### config.mk
export PLATFORM = sky130hd
export DESIGN_NAME = rbzero_compositor
export DESIGN_NICKNAME = d
export VERILOG_FILES = /design/src/rtl/rbzero_compositor.sv
export SDC_FILE = /design/constraint.sdc
export NUM_CORES = 1
export LEC_CHECK = 0
export ABC_AREA = 1
export ABC_CLOCK_PERIOD_IN_PS = 4420
export BUFFER_PORTS_ARGS = -buffer_cell sky130_fd_sc_hd__buf_2
export CAP_MARGIN = 20
export CORE_ASPECT_RATIO = 1.5
export CORE_MARGIN = 2
export CORE_UTILIZATION = 48
export DETAILED_ROUTE_END_ITERATION = 8
export PLACE_DENSITY_LB_ADDON = 0.1
export SLEW_MARGIN = 15
export SYNTH_ARGS = -nofsm -noshare
export SYNTH_HDL_FRONTEND = slang
export SYNTH_SLANG_ARGS = --single-unit
### constraint.sdc
create_clock -name clk -period 4.42 [get_ports clk]
set_input_delay 0.663 -clock clk [delete_from_list [all_inputs] [get_ports clk]]
set_output_delay 0.663 -clock clk [all_outputs]
set_load 0.01 [all_outputs]
### src/rtl/rbzero_compositor.sv
// Registered pixel compositor for raybox-zero: per-line wall latch, per-frame overlay enables,
// prioritised overlay layers and a PIPE-deep output pipeline with matching sync delay.
module rbzero_compositor #(
  parameter int               LAYERS = 2,
  parameter int               BPC    = 2,
  parameter int               H_VIEW = 640,
  parameter int               PIPE   = 2,
  parameter logic [3*BPC-1:0] BG_A   = 6'b10_10_10,
  parameter logic [3*BPC-1:0] BG_B   = 6'b01_01_01,
  parameter logic [3*BPC-1:0] WALL_A = 6'b11_00_00,
  parameter logic [3*BPC-1:0] WALL_B = 6'b10_00_00
) (
  input  logic                       clk,
  input  logic                       reset,
  input  logic [9:0]                 hpos,
  input  logic                       visible,
  input  logic                       hsync,
  input  logic                       vsync,
  input  logic                       hmax,
  input  logic                       vmax,
  input  logic                       wall_side,
  input  logic [10:0]                wall_size,
  input  logic [LAYERS-1:0]          layer_en_req,
  input  logic [LAYERS-1:0]          layer_hit,
  input  logic [LAYERS*3*BPC-1:0]    layer_rgb,
  output logic [3*BPC-1:0]           rgb,
  output logic                       hsync_n,
  output logic                       vsync_n
);

  localparam int          P    = 3 * BPC;
  localparam logic [10:0] HALF = 11'(H_VIEW / 2);

  logic [10:0]       r_disp_size;
  logic              r_disp_side;
  logic [LAYERS-1:0] r_en_q;

  // Wall result is taken at end of line; overlay enables only at end of frame.
  always_ff @(posedge clk) begin
    if (reset) begin
      r_disp_size <= '0;
      r_disp_side <= 1'b0;
      r_en_q      <= '1;
    end else if (hmax) begin
      r_disp_size <= wall_size;
      r_disp_side <= wall_side;
      if (vmax) r_en_q <= layer_en_req;
    end
  end

  logic [10:0] w_s;
  logic [10:0] w_lo;
  logic [10:0] w_hi;
  logic [10:0] w_hpos;
  logic        w_wall_hit;

  assign w_s        = (r_disp_size > HALF) ? HALF : r_disp_size;
  assign w_lo       = HALF - w_s;
  assign w_hi       = HALF + w_s;
  assign w_hpos     = {1'b0, hpos};
  assign w_wall_hit = (w_hpos >= w_lo) && (w_hpos < w_hi);

  logic                  r_s1_wall;
  logic                  r_s1_side;
  logic                  r_s1_bg;
  logic                  r_s1_vis;
  logic                  r_s1_hs;
  logic                  r_s1_vs;
  logic [LAYERS-1:0]     r_s1_hit;
  logic [LAYERS*P-1:0]   r_s1_lrgb;

  always_ff @(posedge clk) begin
    if (reset) begin
      r_s1_wall <= 1'b0;
      r_s1_side <= 1'b0;
      r_s1_bg   <= 1'b0;
      r_s1_vis  <= 1'b0;
      r_s1_hs   <= 1'b0;
      r_s1_vs   <= 1'b0;
      r_s1_hit  <= '0;
      r_s1_lrgb <= '0;
    end else begin
      r_s1_wall <= w_wall_hit;
      r_s1_side <= r_disp_side;
      r_s1_bg   <= (w_hpos < HALF);
      r_s1_vis  <= visible;
      r_s1_hs   <= hsync;
      r_s1_vs   <= vsync;
      r_s1_hit  <= layer_hit & r_en_q;
      r_s1_lrgb <= layer_rgb;
    end
  end

  logic [P-1:0] w_pix;

  // Walk from lowest priority upward so layer 0 is applied last and wins.
  always_comb begin
    w_pix = r_s1_bg ? BG_A : BG_B;
    if (r_s1_wall) w_pix = r_s1_side ? WALL_A : WALL_B;
    for (int k = LAYERS - 1; k >= 0; k--) begin
      if (r_s1_hit[k]) w_pix = r_s1_lrgb[k*P +: P];
    end
    if (!r_s1_vis) w_pix = '0;
  end

  // Index 0 is stage 2; indices 1..PIPE-2 are pure delay stages.
  logic [P-1:0]  r_rgb_d [PIPE-1];
  logic [PIPE-2:0] r_hs_d;
  logic [PIPE-2:0] r_vs_d;

  always_ff @(posedge clk) begin
    if (reset) begin
      for (int i = 0; i < PIPE - 1; i++) r_rgb_d[i] <= '0;
      r_hs_d <= '0;
      r_vs_d <= '0;
    end else begin
      r_rgb_d[0] <= w_pix;
      r_hs_d[0]  <= r_s1_hs;
      r_vs_d[0]  <= r_s1_vs;
      for (int i = 1; i < PIPE - 1; i++) begin
        r_rgb_d[i] <= r_rgb_d[i-1];
        r_hs_d[i]  <= r_hs_d[i-1];
        r_vs_d[i]  <= r_vs_d[i-1];
      end
    end
  end

  assign rgb     = r_rgb_d[PIPE-2];
  assign hsync_n = ~r_hs_d[PIPE-2];
  assign vsync_n = ~r_vs_d[PIPE-2];

endmodule
Word-level counts from Yosys, hierarchy flattened --
Memories as Yosys holds them, arrays and structs flattened. Cells that the tools add are included.
Operators by class: eq/ne operators 0, shifts and indexed selects 0, multiplexer cells 12, $lt $le $gt $ge 4, multiply operators 0, add/subtract/negate cells 2, div/mod/pow operators 0, reductions and logical operators 3, bitwise gates (word level) 3
Operators by type and width (number):
- 6-bit two-way mux | 6
- 9-bit by 11-bit adder with 11-bit output (first input constant) | 1
- 10-bit by 11-bit greater-or-equal comparator with 1-bit output | 1
- 11-bit by 9-bit > comparator with 1-bit output (second input constant) | 1
- 10-bit by 11-bit less-than comparator with 1-bit output | 1
- 11-bit two-way mux | 1
- 9-bit by 11-bit subtractor with 11-bit output (first input constant) | 1
- 10-bit by 9-bit less-than comparator with 1-bit output (second input constant) | 1
- 6-bit OR reduction | 1
- 5-bit two-way mux | 1
- 1-bit two-way mux | 4
- 2-bit bitwise AND | 1
- 1-bit inverter | 2
- 2-bit AND reduction | 1
- 1-bit logical AND | 1
Word-level totals: logic and storage cells 38, latch bits 0, memories 1, output and inout bits 8, RAM bits 6, memory bits (read-only) 0, bits in registers 36, input bits 45
Memories:
- r_rgb_d | words 1, bits a word 6, read ports 1, clocked after Yosys merged registers in 0, write ports 1, RTL line 107 | logic [P-1:0] r_rgb_d [PIPE-1];

Depth between registers and ports, before layout --
Gate-level depths: netlist (run 1).
depth in word-level cells 6, gate-level depth with buffers 24, depth with buffers taken out 24

Least setup slack after synthesis (run 1) --
No wires, ideal clock.
path kind flip-flop to flip-flop, start register r_disp_size[6], end register r_s1_wall, required time 4.358 ns, period minus slack after synthesis 2.425 ns, path buffers 0, setup time 0.062 ns, cell stages (with the launch flop) 23, path slack 1.995 ns, arrival time 2.364 ns, cell sequence dfxtp_1 > nand2_1 > nor2_1 > nand2_1 > nand2_2 > nand2_4 > nor2_2 > inv_1 > ha_1 > nand2_1 > inv_2 > nand2_1 > nand2_1 > nand2_1 > nand2_1 > ha_1 > nand2_1 > a211o_1 > inv_1 > nand2_1 > inv_1 > nand2_1 > nor2_2
Between the ends: longest elaborated chain between the ends 5, elaborated cells between the ends (all ways) 7, those cells by class add/sub (2); order compare (3); mux (1); reduce/logical (1)
Ends and longest elaborated chain:
- start: declaration | RTL line 34 | logic [10:0] r_disp_size;
- start signal: assignment | RTL line 45 | r_disp_size <= wall_size;
- 11-bit by 9-bit > comparator with 1-bit output | RTL line 57 | assign w_s = (r_disp_size > HALF) ? HALF : r_disp_size;
- 11-bit two-way mux * | RTL line 57
- 9-bit by 11-bit subtractor with 11-bit output / 9-bit by 11-bit adder with 11-bit output (equally long branches) | RTL line 58, 59
- 10-bit by 11-bit greater-or-equal comparator with 1-bit output / 10-bit by 11-bit less-than comparator with 1-bit output (equally long branches) | RTL line 61 | assign w_wall_hit = (w_hpos >= w_lo) && (w_hpos < w_hi);
- 1-bit logical AND * | RTL line 61
- end signal: assignment | RTL line 83 | r_s1_wall <= w_wall_hit;
- end: declaration | RTL line 63 | logic r_s1_wall;
Mark *: on every way between the ends. The rest lies on a longest branch, timed or not. A chain may end at the register's enable or synchronous reset.

Worst setup path after layout (run 1) --
Ends and elaborated chain as after synthesis.

==> results of run 1 <==
-- metrics by stage --
stage | util [%] | area (sq um) | hold WS (ns) | power (mW) | setup slack, ns
finish | 58.9 | 2630 | 0.405 | 0.928 | 1.70
global route | 58.9 | 2630 | 0.421 | 0.992 | 1.42
CTS | 58.9 | 2630 | 0.410 | 0.937 | 1.69
detailed placement | 56.3 | 2520 | 0.398 | 0.638 | 1.72
global placement | 56.3 | 2520 | 0.391 | 0.635 | 1.73
floorplan | - | 2210 | 0.388 | 0.577 | 1.99
-- cell usage after synthesis (2+ instances only) --
library cell / number / area, sq um
clkbuf_1: 5 / 18.8
o211ai_1: 2 / 15.0
o21ai_1: 2 / 10.0
nand2_2: 2 / 12.5
nand4_1: 2 / 12.5
inv_1: 46 / 173
nand3b_1: 2 / 15.0
nor2_1: 40 / 150
inv_2: 10 / 37.5
a21oi_1: 24 / 120
xor2_1: 2 / 17.5
nand3_1: 8 / 40.0
nor2_2: 5 / 31.3
ha_1: 23 / 288
nand2_1: 50 / 188
nor3_1: 2 / 10.0
o21ai_0: 21 / 105
dfxtp_1: 42 / 841
xnor2_1: 3 / 26.3
-- flip-flops by register name, summed over array words and instances (netlist names), 2 cells and up --
| name | cells |
|---|---|
| r_disp_size | 11 |
| r_en_q | 2 |
| r_s1_hit | 2 |
| r_rgb_d | 6 |
| r_s1_lrgb | 12 |
-- kinds of logic after synthesis --
logic type	count (synthesis)	synth area share [%]
xor+xnor	6	2.71
other cells	1	0.169
fa+ha+maj	23	13.0
compound gates	55	13.4
flops	42	38.0
simple gates	114	22.2
buf+inv	62	10.5
-- final timing paths --
| check | startpoint | endpoint | cells past startpoint |
|---|---|---|---|
| worst max-delay path | r_disp_size[6] | r_s1_wall | 22 |
| worst min-delay path | r_s1_vs | r_vs_d | 2 |
| worst max register to register | r_disp_size[6] | r_s1_wall | 22 |
| worst min register to register | r_s1_vs | r_vs_d | 2 |
-- routing by layer --
| metal | track usage, % | vias to the layer above |
|---|---|---|
| met5 | 0 | - |
| met4 | 8.47 | 0 |
| met3 | 4.31 | 15 |
| met2 | 35.0 | 56 |
| met1 | 18.0 | 871 |
| li1 | - | 1059 |
-- worst min-delay path, cell delays in order, from the launching register on --
cell     delay [ns]
dfxtp_1        0.30
inv_1          0.04
nor2_1         0.03
-- layout make-up --
type	instances	area [sq um]	area share, %
Timing Repair Buffer	52	260	9.90
Tap cell	48	60.1	2.28
Clock buffer	6	82.6	3.14
Sequential cell	42	841	32.0
Multi-Input combinational cell	199	1140	43.4
Clock inverter	1	30.0	1.14
Inverter	57	214	8.14
-- cell usage in the layout (no fill, tap or decap), types with 3 or more instances in the layout --
cell type,count
xnor2_1,3
nand2_1,50
ha_1,23
clkbuf_8,6
a21oi_1,24
inv_2,10
o21ai_0,21
inv_1,46
nor2_2,5
nor2_1,40
dfxtp_1,42
nand3_1,8
buf_2,52
-- report_power, final --
group	internal [mW]	total, mW	switching, mW	leakage [nW]
registers	0.400	0.413	0.0129	0.348
clock network	0.181	0.300	0.119	0.0573
logic	0.0905	0.214	0.124	1.01
total	0.672	0.928	0.256	1.42
==> impl_results.md, run 1 <==
* Die X at 59.5 microns
* Crit-path slowest cell: dfxtp_1
* Post-synthesis cell type count at 31
* EDFF count, synth at 0
* Sink Count at 42
* Clock root buffer: clkbuf_8
* Least-Margin Pin Slew at 0.518 ns
* M1 WL at 1600 microns
* Rows at 30
* Max Transition Viols Final at 0
* Critical path, cell by cell: nand2_1, nor2_1, nand2_1, nand2_2, nand2_4, nor2_2, inv_1, ha_1, nand2_1, inv_2, nand2_1, nand2_1, nand2_1, nand2_1, ha_1, nand2_1, a211o_1, inv_1, nand2_1, inv_1, nand2_1, nor2_2
* Slew HR at 65.0%
* H-tree depth at 2
* Clock Skew at 0.00615 ns
* Fin crit period at 2.72 ns
* Worst-path fanout max at 6
* Final hold vios at 0
* Startpoint types: flip-flop
* Share of cells above drive strength 1 at 22.4%
* WL/cell at 10.6 microns
* ANT nets after route at 0
* Power density cells at 353 nW/um^2
* Async SR Flop Fraction at 0%
* Vias in the first global route at 1865
* # IOs at 53
* Crit path buf inv count at 4
* HP Class: reg -> reg
* Die footprint at 5180 sq um
* Outcome: finished clean
* Leak at 1.42 nW
* Highest routed layer: met4
* Iteration-0 DRC Markers at 75
* Routed wl met3 at 179 microns
* RSZ-0062 raised after global routing: no
* Setup TNS at 0 ns
* Die H at 87.2 microns
* Pin count of the biggest net entering global routing at 24
* Final setup vio count at 0
* Vias per cell at 4.94
* Critical Path RT at 4.65 ns
* GPL Wtd Cong at 0.945
* All-layer global routing usage at 18.5%
* WL met2 at 2390 microns
* Max Clock Freq at 0.368 GHz
* Crit path kind: reg -> reg
* First-pass GRT wire length at 7400 microns
* GRT overflow at 0
* DP Cell Count at 398
* CTS tree: built
* Cell mode on critical path: nand2_1
* CP Data Arrival Time at 2.94 ns
* Core ar. at 4470 sq um
* Clock latency on the worst-skew pair at 0.29 ns
* Cts repair resizes at 0
* Largest delay contributor family on the critical path: simple AND/OR/NAND/NOR gates
* Setup Buffers After CTS at 0
* Final Cycle Share at 61.5%
* Main synth FF type: dfxtp_1
* Port bufs at 52
* Yosys reg bits at 42
* DRC violation count after routing at 0
* Max-Cap Viols at 0
* Total Wirelength at 4290 microns
* Area delta synth->final at 18.7%
* Slowest stage delay, CP at 0.44 ns
* Hpwl dp at 3490 microns
* 1st-pass router iterations at 6
* Number of vias in the routed layout at 2001
* Fill count at 448
* Syn_area_per_cell at 7.31 sq um
* CTS clk-pin slew, worst paths at 0.08 ns
* Max IR drop VDD at 233 uV
* Initial Util at 49.6%
* Final #Nets at 425
* Synthesized instance count at 303
* Sequential area share after synthesis at 38.0%
* Post-CTS Hold Buffers at 0
* Worst setup EP type: flip-flop
* Non-Filler Instances at 405
* Post-Syn Area at 2210 sq um
* Clock buffer depth at 2
* Mapped Nets at 371
* YS warnings at 0
* Antenna cells at 0
* Initial antenna violation count at 0
* Setup slack, reg-to-reg at 1.70 ns
* TritonCTS Buffers at 5
Note: power is estimated with default switching activity, not from simulation.
==> inputs of run 2 (changes only) <==
ABC_AREA = 0   (was 1)
ABC_CLOCK_PERIOD_IN_PS = 2600   (was 4420)
clock period = 2.6 ns   (was 4.42 ns; I/O delays follow)
==> run 2 against run 1 <==
Against the previous run: the run now ends with negative setup slack left; critical path depth is 8 lower; largest power group unchanged; power increased by 75%; non-clock buffer count rose by 20; register-to-register slack worse by 1.8 ns; area after synthesis shrank 4.3%; critical endpoint unchanged; synthesized cell count down 23%; wire length rose by 3.8%; final area rose by 3.9%; sequential power is 70% higher; die area shrank 4.1%; hold slack worse by 0.11 ns; clock skew about the same.
==> impl_results.md, run 2 <==
* Outcome: complete, but fails checks (was finished clean)
* Failing checks: negative setup slack
* Cell Int Power at 1.21 mW (was 0.672 mW)
* Least-Margin Pin Slew at 0.625 ns (was 0.518 ns)
* Clock latency on the worst-skew pair at 0.29 ns (about the same)
* Placement-stage cell area at 2550 sq um (was 2520 sq um)
* Port bufs at 52 (unchanged)
* HP Class: in -> reg (was reg -> reg)
* Final Cycle Share at 102% (was 61.5%)
* Post-synthesis cell type count at 40 (was 31)
* Number of vias in the routed layout at 1799 (was 2001)
* Power Total at 1.63 mW (was 0.928 mW)
* Most common cell after layout, fill and taps aside: buf_2 (unchanged)
* All-layer global routing usage at 19.6% (was 18.5%)
* Fin crit period at 2.66 ns (was 2.72 ns)
* WHS at 0.298 ns (was 0.405 ns)
* Biggest regs: r_s1_lrgb x12, r_disp_size x11, r_rgb_d x6 (unchanged)
* CP Data Arrival Time at 2.85 ns (was 2.94 ns)
* Max reg flops at 12 (unchanged)
* Iteration-0 DRC Markers at 36 (was 75)
* Die footprint at 4970 sq um (was 5180 sq um)
* DRC violation count after routing at 0 (unchanged)
* WL/cell at 12.8 microns (was 10.6 microns)
* Max-Cap Viols at 0 (unchanged)
* Sink Count at 42 (unchanged)
* Initial antenna violation count at 0 (unchanged)
* First-pass GRT wire length at 7350 microns (was 7400 microns)
* Most area-hungry cell type in the Yosys netlist: dfxtp_1 (unchanged)
* Fill count at 403 (was 448)
* Synthesized instance count at 233 (was 303)
* RSZ-0062 raised after global routing: yes (was no)
* GPL Wtd Cong at 0.797 (was 0.945)
* Max IR drop VDD at 825 uV (was 233 uV)
* CTS clk-pin slew, worst paths at 0.08 ns (about the same)
* Sw Share at 25.7% (was 27.6%)
* ANT nets after route at 0 (unchanged)
* Clock buffer depth at 2 (unchanged)
* TritonCTS Buffers at 5 (unchanged)
* Vias in the first global route at 1729 (was 1865)
* Pin count of the biggest net entering global routing at 38 (was 24)
* Total Wirelength at 4450 microns (was 4290 microns)
* Final hold vios at 0 (unchanged)
* Psw at 0.419 mW (was 0.256 mW)
* Main synth FF type: dfxtp_1 (unchanged)
* Synth top area share at 39.7% (was 38.0%)
* Async SR Flop Fraction at 0% (unchanged)
* Clock root buffer: clkbuf_8 (unchanged)
* Setup TNS at -0.0649 ns (was 0 ns)
* Post-Syn Area at 2120 sq um (was 2210 sq um)
* GRT overflow at 0 (unchanged)
* Syn_area_per_cell at 9.10 sq um (was 7.31 sq um)
* Share of total power in combinational logic at 21.9% (was 23.1%)
* Final #Nets at 370 (was 425)
* Max Clock Freq at 0.375 GHz (was 0.368 GHz)
* Crit path kind: reg -> reg (unchanged)
* YS warnings at 0 (unchanged)
* Most flop-heavy register: r_s1_lrgb (unchanged)
* Clock power frac at 34.9% (was 32.3%)
* Die X at 58.3 microns (was 59.5 microns)
* Sequential area share after synthesis at 39.7% (was 38.0%)
* Slew HR at 58.3% (was 65.0%)
* H-tree depth at 2 (unchanged)
* Pre-CTS worst setup slack at -0.103 ns (was 1.72 ns)
* Leak at 1.28 nW (was 1.42 nW)
* Commonest cells after routing, fill and taps aside: 52 x buf_2, 39 x dfxtp_1, 22 x nor2_1, 22 x nor2b_1 (was 52 x buf_2, 50 x nand2_1, 46 x inv_1, 42 x dfxtp_1, 40 x nor2_1)
* CTS tree: built (unchanged)
* Area delta synth->final at 28.9% (was 18.7%)
* Worst-path fanout max at 8 (was 6)
* Antenna cells at 0 (unchanged)
* Power density cells at 595 nW/um^2 (was 353 nW/um^2)
* Yosys reg bits at 42 (unchanged)
* Rows at 29 (was 30)
* Reg power frac at 43.2% (was 44.5%)
* Post-CTS Hold Buffers at 0 (unchanged)
* Critical Path RT at 2.78 ns (was 4.65 ns)
* # IOs at 53 (unchanged)
* Clock Skew at 0.00652 ns (was 0.00615 ns)
* Initial Util at 49.9% (was 49.6%)
* Worst setup EP type: flip-flop (unchanged)
* Startpoint types: flip-flop (unchanged)
* Hpwl dp at 3580 microns (was 3490 microns)
* Setup ws final at -0.0649 ns (was 1.70 ns)
* Mapped Nets at 301 (was 371)
* Die H at 85.4 microns (was 87.2 microns)
* 1st-pass router iterations at 4 (was 6)
* Final setup vio count at 1 (was 0)
* Core ar. at 4250 sq um (was 4470 sq um)
* Max Transition Viols Final at 0 (unchanged)
* Share of cells above drive strength 1 at 32.0% (was 22.4%)
* Design area at 2730 sq um (was 2630 sq um)
* Most numerous cell in the Yosys netlist: dfxtp_1 (was nand2_1)
* Top area cells in the synthesized netlist: dfxtp_1 40%, ha_1 14%, nor2b_1 6.5%, mux2i_1 6.1%, nor2_1 3.9% (was dfxtp_1 38%, ha_1 13%, nand2_1 8.5%, inv_1 7.8%, nor2_1 6.8%)
* Vias per cell at 5.15 (was 4.94)
* Top post-synthesis cells by count: 42 x dfxtp_1, 23 x ha_1, 22 x nor2_1, 22 x nor2b_1, 19 x nand2_1 (was 50 x nand2_1, 46 x inv_1, 42 x dfxtp_1)
* EDFF count, synth at 0 (unchanged)
==> run 2: changes by cell type after synthesis, sizes merged, moves of 3 or more <==
cell / delta
nand2b: +4
nand2: -34
nor2b: +22
inv: -45
o21ai: -15
a211oi: +5
nor3: +8
nand3: -7
nor2: -24
o21a: +4
mux2i: +13
a21oi: -15
clkbuf: +3
==> run 2: critical path: stages, from the launching register on <==
cell	delay (ns)
dfxtp_4	0.36
nor4_4	0.31
a21oi_2	0.12
nor3_4	0.28
and2_4	0.20
inv_2	0.04
ha_4	0.17
o211ai_1	0.08
nand2_1	0.09
o21a_1	0.12
ha_1	0.23
a211oi_2	0.21
o21ai_1	0.10
a21oi_1	0.16
a211oi_2	0.09
==> run 2: path summary, 6_finish.rpt <==
check | from | endpoint | slack, ns | cells past startpoint
hold / removal | layer_rgb[10] | r_s1_lrgb[10] | 0.30 | 2
setup / recovery | r_disp_size[5] | r_s1_wall | -0.06 | 14
setup reg to reg | r_disp_size[5] | r_s1_wall | -0.06 | 14
hold reg to reg | r_s1_hs | r_hs_d | 0.45 | 1
==> run 2: what timing repair did <==
| item | CTS | global route |
|---|---|---|
| resized for setup | 5 | 4 |
| setup endpoints to repair | 1 | 1 |
| pin swaps | 6 | 6 |
| buffers inserted | 1 | 1 |
==> run 2: layer usage <==
layer	vias up	track usage, %	part of all wire (%)
met5	-	0	0
met4	0	6.98	1.4
met3	7	3.66	3.0
met2	26	38.8	61
met1	826	19.1	35
li1	940	-	-
==> run 2: through the flow <==
stage	utilization [%]	cells
after floorplan	-	233
after global placement	60.2	339
after detailed placement	60.2	339
after CTS	63.9	348
after global routing	64.3	349
final	64.3	349
==> run 2: power groups by stage <==
stage | clock network [mW] | registers [mW] | logic (mW)
2_1_floorplan | 0 | 0.713 | 0.223
3_3_place_gp | 0 | 0.716 | 0.338
3_5_place_dp | 0 | 0.717 | 0.343
4_1_cts | 0.584 | 0.702 | 0.352
5_1_grt | 0.615 | 0.706 | 0.409
6_report | 0.568 | 0.702 | 0.356
==> run 2: cells by family after synthesis <==
family / count (synthesis) / synth area share [%]
AO/OA/AOI/OAI: 40 / 12.6
XOR/XNOR: 5 / 2.07
adder cells (fa/ha/maj): 23 / 13.6
buffers and inverters: 21 / 3.78
flip-flops: 42 / 39.7
multiplexers: 13 / 6.14
other: 1 / 0.177
AND/OR/NAND/NOR: 88 / 22.0
==> run 2: final cells by class <==
| class | count | area (sq um) | area share, % |
|---|---|---|---|
| clock buffer | 6 | 93.8 | 3.44 |
| sequential | 42 | 847 | 31.0 |
| timing repair buffer | 72 | 410 | 15.0 |
| multi-input combinational | 170 | 1240 | 45.5 |
| clock inverter | 2 | 38.8 | 1.42 |
| inverter | 11 | 41.3 | 1.51 |
| tap | 46 | 57.6 | 2.11 |
==> inputs of run 3 (changes only) <==
REMOVE_ABC_BUFFERS = 1   (was unset)
==> run 3 against run 2 <==
Against the previous run: the run still ends with negative setup slack left; global-route usage increased by 0.60 points; largest cell class unchanged; count of clock-buffer cells in the layout unchanged; combinational power rose by 3%; die area is the same; maximum frequency grew 1.8%.
==> impl_results.md, run 3 (synthesis results as in run 2) <==
* Outcome: complete, but fails checks (unchanged)
* Failing checks: negative setup slack (unchanged)
* HP Class: in -> reg (unchanged)
* Max Transition Viols Final at 0 (unchanged)
* ANT nets after route at 0 (unchanged)
* Crit-path slowest cell: dfxtp_2 (was dfxtp_4)
* Antenna cells at 0 (unchanged)
* GPL Wtd Cong at 0.831 (was 0.797)
* Initial Util at 49.9% (unchanged)
* Die footprint at 4970 sq um (unchanged)
* Final setup vio count at 1 (unchanged)
* Max IR drop VDD at 487 uV (was 825 uV)
* CTS clk-pin slew, worst paths at 0.08 ns (about the same)
* GRT overflow at 0 (unchanged)
* 1st-pass router iterations at 4 (unchanged)
* Startpoint types: flip-flop (unchanged)
* Power Total at 1.50 mW (was 1.63 mW)
* Slew HR at 59.5% (was 58.3%)
* Total Wirelength at 4480 microns (was 4450 microns)
* Sink Count at 42 (unchanged)
* Die H at 85.4 microns (unchanged)
* Least-Margin Pin Slew at 0.607 ns (was 0.625 ns)
* RSZ-0062 raised after global routing: yes (unchanged)
* First-pass GRT wire length at 7880 microns (was 7350 microns)
* Core ar. at 4250 sq um (unchanged)
* Fill count at 370 (was 403)
* Number of vias in the routed layout at 1840 (was 1799)
* Initial antenna violation count at 0 (unchanged)
* Worst setup EP type: flip-flop (unchanged)
* Critical Path RT at 2.81 ns (was 2.78 ns)
* H-tree depth at 2 (unchanged)
* Leak at 1.29 nW (was 1.28 nW)
* Max-Cap Viols at 0 (unchanged)
* Most flop-heavy register: r_s1_lrgb (unchanged)
* Layout Utilization at 64.5% (was 64.3%)
* CTS tree: built (unchanged)
* Pin count of the biggest net entering global routing at 38 (unchanged)
* Rows at 29 (unchanged)
* Share of cells above drive strength 1 at 32.1% (was 32.0%)
* Final hold vios at 0 (unchanged)
* Port bufs at 52 (unchanged)
* Largest delay contributor family on the critical path: compound AO/OA/AOI/OAI gates (was simple AND/OR/NAND/NOR gates)
* WL/cell at 12.7 microns (was 12.8 microns)
* Biggest regs: r_s1_lrgb x12, r_disp_size x11, r_rgb_d x6 (unchanged)
* Worst-path fanout max at 8 (unchanged)
* Crit path kind: reg -> reg (unchanged)
* Die X at 58.3 microns (unchanged)
* Design area at 2740 sq um (was 2730 sq um)
* Final #Nets at 375 (was 370)
* TritonCTS Buffers at 5 (unchanged)
* Placement-stage cell area at 2530 sq um (was 2550 sq um)
* Max reg flops at 12 (unchanged)
* Clock latency on the worst-skew pair at 0.29 ns (about the same)
* Max Clock Freq at 0.382 GHz (was 0.375 GHz)
* Vias per cell at 5.20 (was 5.15)
* Clock root buffer: clkbuf_8 (unchanged)
* Hpwl dp at 3520 microns (was 3580 microns)
* DP Cell Count at 339 (unchanged)
* Final Cycle Share at 101% (was 102%)
* Clock buffer depth at 2 (unchanged)
* Fin crit period at 2.62 ns (was 2.66 ns)
* Most common cell after layout, fill and taps aside: buf_2 (unchanged)
* Clock Skew at 0.00401 ns (was 0.00652 ns)
* # IOs at 53 (unchanged)
* Commonest cells after routing, fill and taps aside: 52 x buf_2, 40 x dfxtp_1, 24 x buf_4, 22 x nor2_1, 22 x nor2b_1 (was 52 x buf_2, 39 x dfxtp_1, 22 x nor2_1, 22 x nor2b_1)
* Slowest stage delay, CP at 0.34 ns (was 0.36 ns)
* CP Data Arrival Time at 2.83 ns (was 2.85 ns)
* Vias in the first global route at 1848 (was 1729)
* Non-Filler Instances at 354 (was 349)
* Crit path buf inv count at 1 (unchanged)
* Critical path, cell by cell: nor4_4, a21oi_2, nor3_4, and2_4, inv_2, ha_4, o21ai_0, a21oi_1, ha_1, nand3_1, o21ai_0, a21oi_1, a211oi_2 (was nor4_4, a21oi_2, nor3_4, and2_4, inv_2, ha_4, o211ai_1, nand2_1, o21a_1, ha_1, a211oi_2, o21ai_1, a21oi_1, a211oi_2)
* Setup ws final at -0.0188 ns (was -0.0649 ns)
* Iteration-0 DRC Markers at 39 (was 36)
* Power density cells at 548 nW/um^2 (was 595 nW/um^2)
* Area delta synth->final at 29.2% (was 28.9%)
* All-layer global routing usage at 20.2% (was 19.6%)
* DRC violation count after routing at 0 (unchanged)
[run 3: cell count changes in the layout (fill, tap and decap cells not counted), sizes merged]
cell / change
buf: +5
bufinv: -1
clkinvlp: +1
[run 3: layout make-up]
cell class	instances	area (sq um)	area share (%)
Inverter	11	41.3	1.51
Sequential cell	42	843	30.8
Clock buffer	6	82.6	3.02
Timing Repair Buffer	77	452	16.5
Tap cell	46	57.6	2.10
Clock inverter	2	12.5	0.457
Multi-Input combinational cell	170	1250	45.6
[run 3: layer usage]
metal / GRT usage [%] / part of all wire, % / up-vias
met1: 20.5 / 37 / 843
met2: 39.3 / 58 / 39
met4: 7.82 / 2.1 / 0
met3: 3.20 / 3.7 / 10
met5: 0 / 0 / -
li1: - / - / 948
[run 3: worst paths after layout]
check                                     from      endpoint  slack (ns)  depth (start not counted)
worst min register to register       r_en_q[0]   r_s1_hit[0]        0.44                          2
worst max register to register  r_disp_size[2]     r_s1_wall       -0.02                         13
worst max-delay path            r_disp_size[2]     r_s1_wall       -0.02                         13
worst min-delay path              layer_rgb[2]  r_s1_lrgb[2]        0.30                          2
[run 3: report_power, final]
group          internal [mW]  switching, mW  total (mW)
clock network          0.213          0.217       0.431
registers              0.678         0.0232       0.702
logic                  0.192          0.176       0.368
[run 3: worst reg2reg max path, stage by stage, from the launching register on]
cell and delay, ns:
dfxtp_2 0.34, nor4_4 0.31, a21oi_2 0.12, nor3_4 0.19
and2_4 0.19, inv_2 0.04, ha_4 0.17, o21ai_0 0.18
a21oi_1 0.08, ha_1 0.31, nand3_1 0.13, o21ai_0 0.20
a21oi_1 0.07, a211oi_2 0.21
[run 3: stage by stage]
| step | hold slack (ns) | worst slack (ns) | TNS (ns) |
|---|---|---|---|
| 2_1_floorplan | 0.410 | -0.105 | -0.105 |
| 3_3_place_gp | 0.419 | -0.0432 | -0.0432 |
| 3_5_place_dp | 0.423 | -0.117 | -0.117 |
| 4_1_cts | 0.298 | -0.0637 | -0.0637 |
| 5_1_grt | 0.300 | -0.188 | -0.188 |
| 6_report | 0.304 | -0.0188 | -0.0188 |
[run 3: timing repair]
item / in CTS / in global routing
endpoints found under the setup margin: 1 / 1
pin swaps: 9 / 5
endpoints found under the hold margin: 0 / 0
hold buffers: 0 / 0
gates resized for setup: 12 / 1
setup buffers: 6 / 1
